===== src/rtl/npc_pkg.sv =====
// rtl/npc_pkg.sv - shared types and constants for the NPC fetch path
package npc_pkg;

    typedef enum logic [2:0] {
        BOOT,
        REQ,
        WAIT_RSP,
        HOLD,
        HALT
    } fetch_state_e;

    localparam int unsigned PC_STEP = 4;

endpackage


===== src/rtl/fetch_sequencer.sv =====
// rtl/fetch_sequencer.sv - PC sequencing and IMEM fetch handshake for the NPC core
module fetch_sequencer
    import npc_pkg::*;
#(
    parameter int WIDTH  = 32,
    parameter int INST_W = 32,
    parameter int CNT_W  = 32
) (
    input  logic              clk,
    input  logic              rst_n,
    input  logic [WIDTH-1:0]  pc_q,
    output logic              pc_wen,
    output logic              pc_jen,
    output logic [WIDTH-1:0]  pc_din,
    output logic              imem_req_valid,
    input  logic              imem_req_ready,
    output logic [WIDTH-1:0]  imem_req_addr,
    input  logic              imem_rsp_valid,
    input  logic [INST_W-1:0] imem_rsp_data,
    output logic              inst_valid,
    input  logic              inst_ready,
    output logic [INST_W-1:0] inst_data,
    output logic [WIDTH-1:0]  inst_pc,
    input  logic              redir_valid,
    input  logic [WIDTH-1:0]  redir_target,
    input  logic              halt_req,
    output logic              halted,
    output logic [CNT_W-1:0]  inst_cnt
);

    fetch_state_e      state_q;
    logic              redir_pend_q;
    logic              halt_pend_q;
    logic [WIDTH-1:0]  pend_tgt_q;
    logic [WIDTH-1:0]  inst_pc_q;
    logic [INST_W-1:0] inst_data_q;
    logic [CNT_W-1:0]  cnt_q;
    logic              commit;

    assign commit         = (state_q == HOLD) && inst_ready;
    assign imem_req_valid = (state_q == REQ);
    assign imem_req_addr  = pc_q;
    assign inst_valid     = (state_q == HOLD);
    assign halted         = (state_q == HALT);
    assign inst_data      = inst_data_q;
    assign inst_pc        = inst_pc_q;
    assign inst_cnt       = cnt_q;
    assign pc_wen         = commit;
    assign pc_jen         = commit && (redir_valid || redir_pend_q);

    // A live redirect beats the buffered one; the sequential value is shown only for a plain commit.
    always_comb begin
        pc_din = pend_tgt_q;
        if (commit) begin
            if (redir_valid)
                pc_din = redir_target;
            else if (!redir_pend_q)
                pc_din = inst_pc_q + WIDTH'(PC_STEP);
        end
    end

    always_ff @(posedge clk or negedge rst_n) begin
        if (!rst_n) begin
            state_q      <= BOOT;
            redir_pend_q <= 1'b0;
            halt_pend_q  <= 1'b0;
            pend_tgt_q   <= '0;
            inst_pc_q    <= '0;
            inst_data_q  <= '0;
            cnt_q        <= '0;
        end else begin
            case (state_q)
                BOOT:     state_q <= REQ;
                REQ:      if (imem_req_ready) state_q <= WAIT_RSP;
                WAIT_RSP: begin
                    // pc_q cannot move before commit, so it is still the requested address
                    if (imem_rsp_valid) begin
                        state_q     <= HOLD;
                        inst_data_q <= imem_rsp_data;
                        inst_pc_q   <= pc_q;
                    end
                end
                HOLD: begin
                    if (inst_ready) begin
                        state_q <= (halt_req || halt_pend_q) ? HALT : REQ;
                        cnt_q   <= cnt_q + CNT_W'(1);
                    end
                end
                HALT:     state_q <= HALT;
                default:  state_q <= BOOT;
            endcase

            if (state_q != HALT) begin
                if (commit) begin
                    redir_pend_q <= 1'b0;
                    pend_tgt_q   <= '0;
                end else if (redir_valid) begin
                    redir_pend_q <= 1'b1;
                    pend_tgt_q   <= redir_target;
                end
                if (!commit && halt_req)
                    halt_pend_q <= 1'b1;
            end
        end
    end

endmodule

===== config.mk =====
export PLATFORM = sky130hd
export DESIGN_NAME = fetch_sequencer
export DESIGN_NICKNAME = d
export VERILOG_FILES = /design/src/rtl/npc_pkg.sv /design/src/rtl/fetch_sequencer.sv
export SDC_FILE = /design/constraint.sdc
export NUM_CORES = 1
export LEC_CHECK = 0
export ABC_AREA = 0
export CAP_MARGIN = 20
export CELL_PAD_IN_SITES_DETAIL_PLACEMENT = 1
export CELL_PAD_IN_SITES_GLOBAL_PLACEMENT = 1
export CORE_MARGIN = 2
export CORE_UTILIZATION = 40
export CTS_BUF_LIST = sky130_fd_sc_hd__clkbuf_4 sky130_fd_sc_hd__clkbuf_8
export DETAILED_ROUTE_END_ITERATION = 10
export DONT_BUFFER_PORTS = 1
export GPL_TIMING_DRIVEN = 1
export PLACE_DENSITY_LB_ADDON = 0.12
export SYNTH_ARGS = -nofsm -noshare
export SYNTH_HDL_FRONTEND = slang
export SYNTH_SLANG_ARGS = --single-unit

===== constraint.sdc =====
create_clock -name clk -period 3.13 [get_ports clk]
set_input_delay 0.626 -clock clk [delete_from_list [all_inputs] [get_ports clk]]
set_output_delay 0.626 -clock clk [all_outputs]
set_load 0.01 [all_outputs]

==> reports/metrics.cfg <==
[outcome]
run_status=finished with violations
violated_checks=hold timing

[route]
ant_nets=0
drt_wl_total_um=18700
wl_per_cell_um=21.9
drt_first_pass_iters=5
route.vias.total=4851
drt_iter0_drc=173
detail_route.vias_per_cell=5.68
route.detailed.drc=0

[grt]
largest_net_degree_at_the_start_of_global_routing=134
antenna_violations_before_repair=0
track_usage=0.213
grt_overflow=0
grt_first_pass_wirelength_um=29200
first_global_vias=5123

[setup_path]
cp.required_ns=2.50
worst-endpoint-arrival_ns=2.34
critPathMaxFanout=7
rr_startpoint=state_q[0]$_DFFE_PN0P_
reg2reg_depth=6
worstSetupEndpointType=primary output
worst-r2r-setup-slack_ns=0.88
start_kind=flip-flop
critical_path.reg2reg.endpoint=inst_cnt[31]$_DFFE_PN0P_
setup.worst_path.class=reg -> out

[sta]
worst_hold_check_slack_ns=-0.144
timing.final.max_slew_violations=0
final.setup.worst_slack_ns=0.166
finalHoldViolations=133
clock-skew-final_ns=0.00797
timing_worst_slew_pin_value_ns=0.708
fmaxAchievable_mhz=337
worst_slew_margin_rel=0.528
fin_crit_sh=0.947
setup_viol=0
final.min_clock_period_ns=2.96

[clock_tree]
cts_made_buffers=17
clk_root_buffer_cell=sky130_fd_sc_hd__clkbuf_8
numClockSinks=133
clk_pin_slew_worst_paths_ns=0.08
insertion_delay_ns=0.45
tritoncts=built
cts-root-to-sink-buffers=2
htree_levels=4

[flow_run]
max-cap-violations=0

[worst_hold_path]
hp-class=in -> async

[yosys]
synthesis.area_per_instance_um2=10.3
synthCells=645
ys_types=40
synthesized_flop_and_latch_total=133
yosysWarnings=0
seq_area_frac_synth=0.499
synth_cell_area_mm2=0.00667
syn_nets=750

[floorplan]
chipHeight_um=133
rows=47
boundaryPins=268
die_x_um=133
placeableCoreArea_mm2=0.0164
starting_utilization_of_the_core_area=0.406
fp.dieArea_mm2=0.0177

[place]
portBuffers=0
routabilityCongestion=0.837
post-dp-hpwl_um=13400
place_ws_ns=0.450

[pwr]
irDropWorstVdd_v=0.000486
leakage_nw=3.04
pwr_density_cell_mw_per_mm2=923

[final_layout]
layout.filler_cells=1835
final_common_cell=sky130_fd_sc_hd__dfrtp_1
antennaDiodeCount=0
final_cell_mix=sky130_fd_sc_hd__dfrtp_1 (132), sky130_fd_sc_hd__nand2_1 (100), sky130_fd_sc_hd__mux2_2 (63), sky130_fd_sc_hd__o21ai_0 (49), sky130_fd_sc_hd__xor2_1 (33)
share_of_cells_above_drive_strength_1=0.205
area_added_between_synthesis_and_finish_pct=7.04
final_core_util=0.435
multiInputGateArea_mm2=0.00296
footprint_of_the_flip_flops_and_latches_mm2=0.00333
layout.nets=727

[worst max-delay path: stages (launching register included)]
cell	delay, ns
sky130_fd_sc_hd__dfrtp_1	0.53
sky130_fd_sc_hd__nand4_1	0.29
sky130_fd_sc_hd__nor4_4	0.20
sky130_fd_sc_hd__buf_4	0.19
sky130_fd_sc_hd__nand4_1	0.12
sky130_fd_sc_hd__xor2_1	0.19
sky130_fd_sc_hd__a21oi_1	0.36
[through the flow]
stage	area, µm²	total power [mW]	std cells	TNS [ns]	hold slack (ns)
after floorplan	6670	4.54	645	0	0.330
after global placement	6720	5.07	822	0	0.333
after detailed placement	6720	5.18	822	0	0.333
after CTS	7110	6.67	853	0	-0.170
after global routing	7140	7.00	854	-0.000527	-0.169
final	7140	6.58	854	0	-0.144
[Yosys cell counts (all sizes together)]
library cell,instances,area (µm²)
buf,48,339
xnor2,26,228
o22ai,15,93.8
or2,1,6.26
and4,7,61.3
nor3,12,65.1
nand2,101,379
nand4,21,138
a31o,1,8.76
nand2b,2,12.5
xor2,33,289
o211ai,2,15.0
dfrtp,133,3330
nand3,21,110
nor3b,1,7.51
and2,1,6.26
inv,7,26.3
ha,2,25.0
a211oi,2,15.0
a22oi,14,105
nand4b,1,23.8
a21oi,29,145
or3,1,6.26
o21ai,51,255
or4,1,11.3
nor4,4,55.1
mux2,63,709
nand3b,1,7.51
and3,9,56.3
nor2,21,78.8
clkbuf,13,48.8
nor4bb,1,10.0
[report_power, final]
part,switching [mW],total [mW],internal [mW]
sequential,0.905,3.24,2.33
clock,0.717,1.46,0.745
combinational,1.03,1.89,0.855
total,2.65,6.58,3.93
[timing repair]
action	in CTS	in global routing
hold endpoints to repair	133	133
endpoints found under the setup margin	5	26
resized for setup	1	7
buffers inserted	0	1
pin swaps	1	0
[layer usage]
metal	routed length, µm	share of wire	GRT usage
met1	7480	0.40	0.250
met2	9670	0.52	0.372
met3	1200	0.064	0.0620
met4	381	0.020	0.0798
met5	0	0	0
[area by class of cell]
class                   instances  share of cell area
repair buffers                 19              0.0205
well taps                     220              0.0386
inverters                       7             0.00421
flip-flops and latches        133               0.467
clock inverters                12              0.0182
multi-input cells             444               0.415
clock buffers                  19              0.0366
[flip-flops by register name (all words and copies together), names as in the netlist]
signal,count
inst_data,32
redir_pend_q,1
inst_cnt,32
state_q,3
inst_pc,32
pend_tgt_q,32
halt_pend_q,1
[worst max-delay path by stage]
stage / startpoint / to / slack (ns) / cells past startpoint
floorplan: inst_pc[2]$_DFFE_PN0P_ / pc_din[18] / 0.73 / 6
detailed placement: inst_ready / pc_din[31] / 0.45 / 6
global route: inst_pc[13]$_DFFE_PN0P_ / pc_din[25] / -0.0005 / 6
CTS: state_q[0]$_DFFE_PN0P_ / pc_din[5] / 0.01 / 6
global placement: inst_ready / pc_din[31] / 0.49 / 6
finish: inst_pc[13]$_DFFE_PN0P_ / pc_din[25] / 0.17 / 6
[logic make-up (layout without fill, tap and decap cells)]
kind of cell / after synthesis / count (layout) / synth area share
AOI/OAI and AO/OA: 114 / 114 / 0.0957
xor gates and xnor gates: 59 / 59 / 0.0775
adders and majority gates: 2 / 2 / 0.00375
buffers and inverters: 68 / 57 / 0.0621
DFF: 133 / 133 / 0.499
muxes: 63 / 63 / 0.106
and+or+nand+nor: 206 / 206 / 0.155
No activity file was read; power rests on OpenSTA's default activity.
